### src/rtl/demux_pkg.sv
// Shared types and helpers for the buffered 1-to-8 demultiplexer.
// Latency: n/a (declarations only).
// Backpressure: n/a.
package demux_pkg;

   localparam int SEL_W  = 3;
   localparam int NCH    = 8;
   localparam int DATA_W = 32;
   localparam int CNT_W  = 16;

   // Buffer occupancy doubles as the control state: the encoding is the count.
   typedef enum logic [1:0] {
      EMPTY = 2'd0,
      ONE   = 2'd1,
      FULL  = 2'd2
   } fifo_state_t;

   // One buffered word at the default data width.
   typedef struct packed {
      logic [SEL_W-1:0]  sel;
      logic [DATA_W-1:0] data;
   } entry_t;

   function automatic logic [NCH-1:0] sel_to_onehot(input logic [SEL_W-1:0] sel);
      logic [NCH-1:0] oh;
      oh      = '0;
      oh[sel] = 1'b1;
      return oh;
   endfunction

endpackage

### src/rtl/demux_fifo2.sv
// Two-entry FIFO holding {sel, data} entries; occupancy is the FSM state.
// Latency: a push is visible at o_head after the write edge, no fall-through.
// Backpressure: pushes are ignored while FULL, even if a pop happens that cycle.
//
// Ports: clk/rst_n, i_push + i_entry (write side), i_pop (read side),
//        o_state (EMPTY/ONE/FULL), o_head (entry at the read pointer).
module demux_fifo2
   import demux_pkg::*;
#(
   parameter int ENT_W = SEL_W + DATA_W,
   parameter int DEPTH = 2
) (
   input  logic             clk,
   input  logic             rst_n,
   input  logic             i_push,
   input  logic [ENT_W-1:0] i_entry,
   input  logic             i_pop,
   output fifo_state_t      o_state,
   output logic [ENT_W-1:0] o_head
);

   localparam int PTR_W = $clog2(DEPTH);

   fifo_state_t      r_state;
   fifo_state_t      w_state_nxt;
   logic [PTR_W-1:0] r_wp;
   logic [PTR_W-1:0] r_rp;
   logic [ENT_W-1:0] r_mem [DEPTH];
   logic             w_push;
   logic             w_pop;

   // Guard both sides so a misbehaving caller can never over/underflow.
   assign w_push = i_push & (r_state != FULL);
   assign w_pop  = i_pop  & (r_state != EMPTY);

   always_ff @(posedge clk or negedge rst_n) begin
      if (!rst_n) begin
         r_state <= EMPTY;
      end else begin
         r_state <= w_state_nxt;
      end
   end

   always_comb begin
      w_state_nxt = r_state;
      case (r_state)
         EMPTY: if (w_push)            w_state_nxt = ONE;
         ONE: begin
            if (w_push && !w_pop)      w_state_nxt = FULL;
            else if (w_pop && !w_push) w_state_nxt = EMPTY;
         end
         FULL:  if (w_pop)             w_state_nxt = ONE;
         default:                      w_state_nxt = EMPTY;
      endcase
   end

   always_ff @(posedge clk or negedge rst_n) begin
      if (!rst_n) begin
         r_wp <= '0;
         r_rp <= '0;
      end else begin
         if (w_push) r_wp <= r_wp + PTR_W'(1);
         if (w_pop)  r_rp <= r_rp + PTR_W'(1);
      end
   end

   // Storage is never read while EMPTY, so it carries no reset.
   always_ff @(posedge clk) begin
      if (w_push) r_mem[r_wp] <= i_entry;
   end

   assign o_state = r_state;
   assign o_head  = r_mem[r_rp];

endmodule

### src/rtl/demux_8ch_buf.sv
// Buffered 1-to-8 demux: one valid/ready input steered to one of eight outputs.
// Latency: 1 cycle minimum (push at edge k, earliest pop at edge k+1).
// Backpressure: in_ready drops only when FULL; a stalled head blocks all channels.
//
// Ports: clk/rst_n; in_valid/in_ready/in_sel/in_data (producer side);
//        out_valid (one-hot)/out_ready (per channel)/out_data (shared);
//        deliv_cnt (wrapping count of delivered words).
module demux_8ch_buf
   import demux_pkg::*;
#(
   parameter int WIDTH = 32,
   parameter int DEPTH = 2
) (
   input  logic             clk,
   input  logic             rst_n,
   input  logic             in_valid,
   output logic             in_ready,
   input  logic [SEL_W-1:0] in_sel,
   input  logic [WIDTH-1:0] in_data,
   output logic [NCH-1:0]   out_valid,
   input  logic [NCH-1:0]   out_ready,
   output logic [WIDTH-1:0] out_data,
   output logic [CNT_W-1:0] deliv_cnt
);

   typedef struct packed {
      logic [SEL_W-1:0] sel;
      logic [WIDTH-1:0] data;
   } ent_t;

   ent_t             w_in_ent;
   ent_t             w_head;
   fifo_state_t      w_state;
   logic             w_push;
   logic             w_pop;
   logic             w_nonempty;
   logic [CNT_W-1:0] r_deliv_cnt;

   assign w_in_ent.sel  = in_sel;
   assign w_in_ent.data = in_data;

   // in_ready comes from state only, keeping out_ready off the input path.
   assign in_ready   = (w_state != FULL);
   assign w_push     = in_valid & in_ready;
   assign w_nonempty = (w_state != EMPTY);

   // Ready on a channel other than the head's is masked by the one-hot valid.
   assign w_pop = |(out_valid & out_ready);

   demux_fifo2 #(
      .ENT_W ($bits(ent_t)),
      .DEPTH (DEPTH)
   ) u_fifo (
      .clk     (clk),
      .rst_n   (rst_n),
      .i_push  (w_push),
      .i_entry (w_in_ent),
      .i_pop   (w_pop),
      .o_state (w_state),
      .o_head  (w_head)
   );

   assign out_valid = w_nonempty ? sel_to_onehot(w_head.sel) : '0;
   assign out_data  = w_nonempty ? w_head.data : '0;

   always_ff @(posedge clk or negedge rst_n) begin
      if (!rst_n) begin
         r_deliv_cnt <= '0;
      end else if (w_pop) begin
         r_deliv_cnt <= r_deliv_cnt + CNT_W'(1);
      end
   end

   assign deliv_cnt = r_deliv_cnt;

endmodule

### config.mk
export PLATFORM = sky130hd
export DESIGN_NAME = demux_8ch_buf
export DESIGN_NICKNAME = d
export VERILOG_FILES = /design/src/rtl/demux_pkg.sv /design/src/rtl/demux_fifo2.sv /design/src/rtl/demux_8ch_buf.sv
export SDC_FILE = /design/constraint.sdc
export NUM_CORES = 1
export LEC_CHECK = 0
export ABC_AREA = 1
export CAP_MARGIN = 30
export CORE_ASPECT_RATIO = 1.5
export CORE_MARGIN = 3
export CORE_UTILIZATION = 30
export DETAILED_ROUTE_END_ITERATION = 10
export SETUP_SLACK_MARGIN = 0.02
export SLEW_MARGIN = 10
export SYNTH_ARGS = -nofsm -noshare
export SYNTH_HDL_FRONTEND = slang
export SYNTH_SLANG_ARGS = --single-unit
### constraint.sdc
create_clock -name clk -period 3.2 [get_ports clk]
set_clock_uncertainty 0.2 [all_clocks]
set_input_delay 0.64 -clock clk [delete_from_list [all_inputs] [get_ports clk]]
set_output_delay 0.64 -clock clk [all_outputs]
set_load 0.005 [all_outputs]
==> impl_metrics.csv <==
group,metric,value,unit
outcome,outcome,"finished, final reports clean",
clock_network,postCtsSetupBuffers,0,
drt,routed_via_density,4.558,
synthesis,synth_seq_cells,90,
setup_path,crit_path_end_kind,"primary output",
synthesis,ys_types,25,
floorplan,die_w,99.38,um
final_layout,utilization,0.4330,
sta,hold_violations,0,
sta,worst_pin_slew,0.5081,ns
sta,min_period,2.938,ns
final_layout,nets,524,
setup_path,critPathArrivalTime,2.10,ns
drt,drt-pass1-iter-count,4,
placed_design,routabilityCongestion,0.8172,
synthesis,ys_warn_count,0,
floorplan,die_h,146.1,um
setup_path,worst_ep_required_time,2.36,ns
clock_network,cts.repair.resized,0,
placed_design,dp_hpwl,6301,um
hold_path,min_path_type,"reg -> reg",
power,vdd_ir_drop_max,0.3442,mV
setup_path,r2r-start,"u_fifo.r_rp$_DFFE_PN0P_",
sta,min_period_over_period,0.9183,
floorplan,ios,103,
clock_network,cts.sinks,90,
setup_path,crit_slowest_cell,"clkdlybuf4s50_1",
floorplan,rows,50,
drt,drc_errors,0,
global_route,grt_use_total,0.1310,
drt,routedWlPerCell,14.32,um
hold_path,min-delay-start,"deliv_cnt[15]$_DFFE_PN0N_",
power,leakage,0.002102,uW
setup_path,critPathMaxFanout,16,
synthesis,postSynthAreaPerCell,10.63,um2
sta,setup_tns,0,ns
sta,final-setup-viol-count,0,
final_layout,diodes,0,
global_route,antenna_found_initial,0,
global_route,grt_max_degree,37,
power,finalPower,4934,uW
drt,ant_nets,0,
floorplan,dieArea,14520,um2
clock_network,cts_tree,"yes",
clock_network,clk_latency,0.34,ns
sta,relSlewSlack,0.6613,
setup_path,startpoint,"u_fifo.r_rp$_DFFE_PN0P_",
setup_path,start_kind,"flop",
synthesis,syn_nets,416,
placed_design,numPortBuffers,102,
global_route,grt_pass1_wl,14770,um
sta,fmax,340.3,MHz
clock_network,clk_pin_slew_worst_paths,0.07,ns
synthesis,synth-seq-area-share,0.6633,
clock_network,cts_inserted_buffers,9,
synthesis,syn_inst,369,
global_route,globalRouteOverflowTotal,0,
power,power-per-cell-area,901.7,nW/um2
global_route,grt_pass1_vias,2928,
final_layout,final_layout_size_suffix_gt1_frac,0.09129,
final_layout,area_delta_synth_final,39.45,%
clock_network,clockRootBuffer,"clkbuf_16",
floorplan,initial_utilization,0.3105,
sta,rsz0062_at_grt,"false",
drt,drt_first_iter_violations,150,
drt,vias,2908,
setup_path,regToRegSetupSlack,1.04,ns
drt,finalWirelength,9135,um
placed_design,dpl_cell_area,5156,um2
setup_path,crit_type,"reg -> out",
final_layout,final_area,5472,um2
clock_network,postCtsHoldBufs,0,
floorplan,coreArea,12640,um2
setup_path,crit_chain,"buf_4 > nand2_1 > nand2_1 > nor2_1 > inv_1 > nor2_1 > clkdlybuf4s50_1",
clock_network,cts_max_level,3,
setup_path,slowest_delay,0.50,ns
clock_network,clk_path_buf_depth,2,
synthesis,synth_area,3924,um2
sta,final_max_slew_viol_count,0,
flow_run,cap_violations,0,
## cell families (layout without fill, tap and decap cells)
family	Yosys count	count (layout)	share of synthesized area
AO/OA/AOI/OAI	42	42	0.05357
buffers and inverters	44	157	0.04783
AND/OR/NAND/NOR	176	176	0.1945
flip-flops	90	90	0.6633
XOR/XNOR	16	16	0.03763
adder cells (fa/ha/maj)	1	1	0.003188
## state kept, by name, indices dropped and copies added, names as in the netlist
| register | flops |
|---|---|
| u_fifo.r_rp | 1 |
| u_fifo.r_mem | 70 |
| deliv_cnt | 16 |
| u_fifo.o_state | 2 |
| u_fifo.r_wp | 1 |
## metal layers
metal  global-route usage  routed length [um]  up-vias
li1                     -                   -     1431
met1               0.1493                3650     1373
met2               0.2305                4792       93
met3              0.03681                 527       11
met4              0.04853                 165        0
met5                    0                   0        -
## power by group
part           switching [uW]  internal [uW]  total [uW]
clock network             486            630        1120
registers                 134           1570        1700
logic                    1160            958        2120
total                    1780           3160        4930
## Yosys cell counts
cell type / count / area share
a21oi_1: 32 / 0.041
buf_4: 2 / 0.0038
buf_6: 2 / 0.0057
clkbuf_1: 9 / 0.0086
dfrtp_1: 20 / 0.13
edfxtp_1: 70 / 0.54
ha_1: 1 / 0.0032
inv_1: 30 / 0.029
inv_2: 1 / 0.00096
nand2_1: 115 / 0.11
nand2_2: 6 / 0.0096
nand2_4: 1 / 0.0029
nand3_1: 16 / 0.020
nand4_1: 1 / 0.0016
nor2_1: 22 / 0.021
nor2_2: 4 / 0.0064
nor2_4: 4 / 0.011
nor3_1: 3 / 0.0038
nor3_2: 1 / 0.0026
nor4_1: 3 / 0.0048
o21ai_0: 3 / 0.0038
o21ai_1: 7 / 0.0089
xnor2_1: 2 / 0.0045
xnor2_2: 1 / 0.0041
xor2_1: 13 / 0.029
## path summary, 6_finish.rpt
path / cells past startpoint / end
worst max-delay path: 7 / out_valid[5]
worst max register to register: 11 / deliv_cnt[15]$_DFFE_PN0N_
worst min-delay path: 2 / deliv_cnt[15]$_DFFE_PN0N_
min in group asynchronous: 2 / deliv_cnt[0]$_DFFE_PN0N_
max in group asynchronous: 2 / deliv_cnt[11]$_DFFE_PN0N_
worst min register to register: 2 / deliv_cnt[15]$_DFFE_PN0N_
## stage by stage
| step | hold slack (ns) | instances | worst slack [ns] |
|---|---|---|---|
| finish | 0.3365 | 638 | 0.2616 |
| CTS | 0.3434 | 638 | 0.2353 |
| floorplan | 0.1444 | 369 | 0.3126 |
| global placement | 0.3143 | 622 | 0.6590 |
| global route | 0.3862 | 638 | 0.07615 |
| detailed placement | 0.3221 | 622 | 0.6242 |
## cell usage in the layout, fill, tap and decap left out, drive strengths merged
cell	Yosys	final
nand2	122	122
clkdlybuf4s50	0	102
edfxtp	70	70
inv	31	37
a21oi	32	32
nor2	30	30
dfrtp	20	20
nand3	16	16
xor2	13	13
o21ai	10	10
clkbuf	9	9
buf	4	8
nor3	4	4
nor4	3	3
xnor2	3	3
nand4	1	1
ha	1	1
bufinv	0	1
## critical path, delay by kind of cell, from the launching register on
| kind | cells | cell delay, ns |
|---|---|---|
| flip-flops | 1 | 0.41 |
| buffers and inverters | 3 | 0.84 |
| AND/OR/NAND/NOR | 4 | 0.50 |
## final cells by class
cell class / instances / area [um2]
Clock buffer: 9 / 225.2
Clock inverter: 7 / 90.09
Fill cell: 1193 / 7166
Inverter: 31 / 116.4
Multi-Input combinational cell: 235 / 1149
Sequential cell: 90 / 2603
Tap cell: 156 / 195.2
Timing Repair Buffer: 110 / 1094
(Power assumes the default switching activity.)
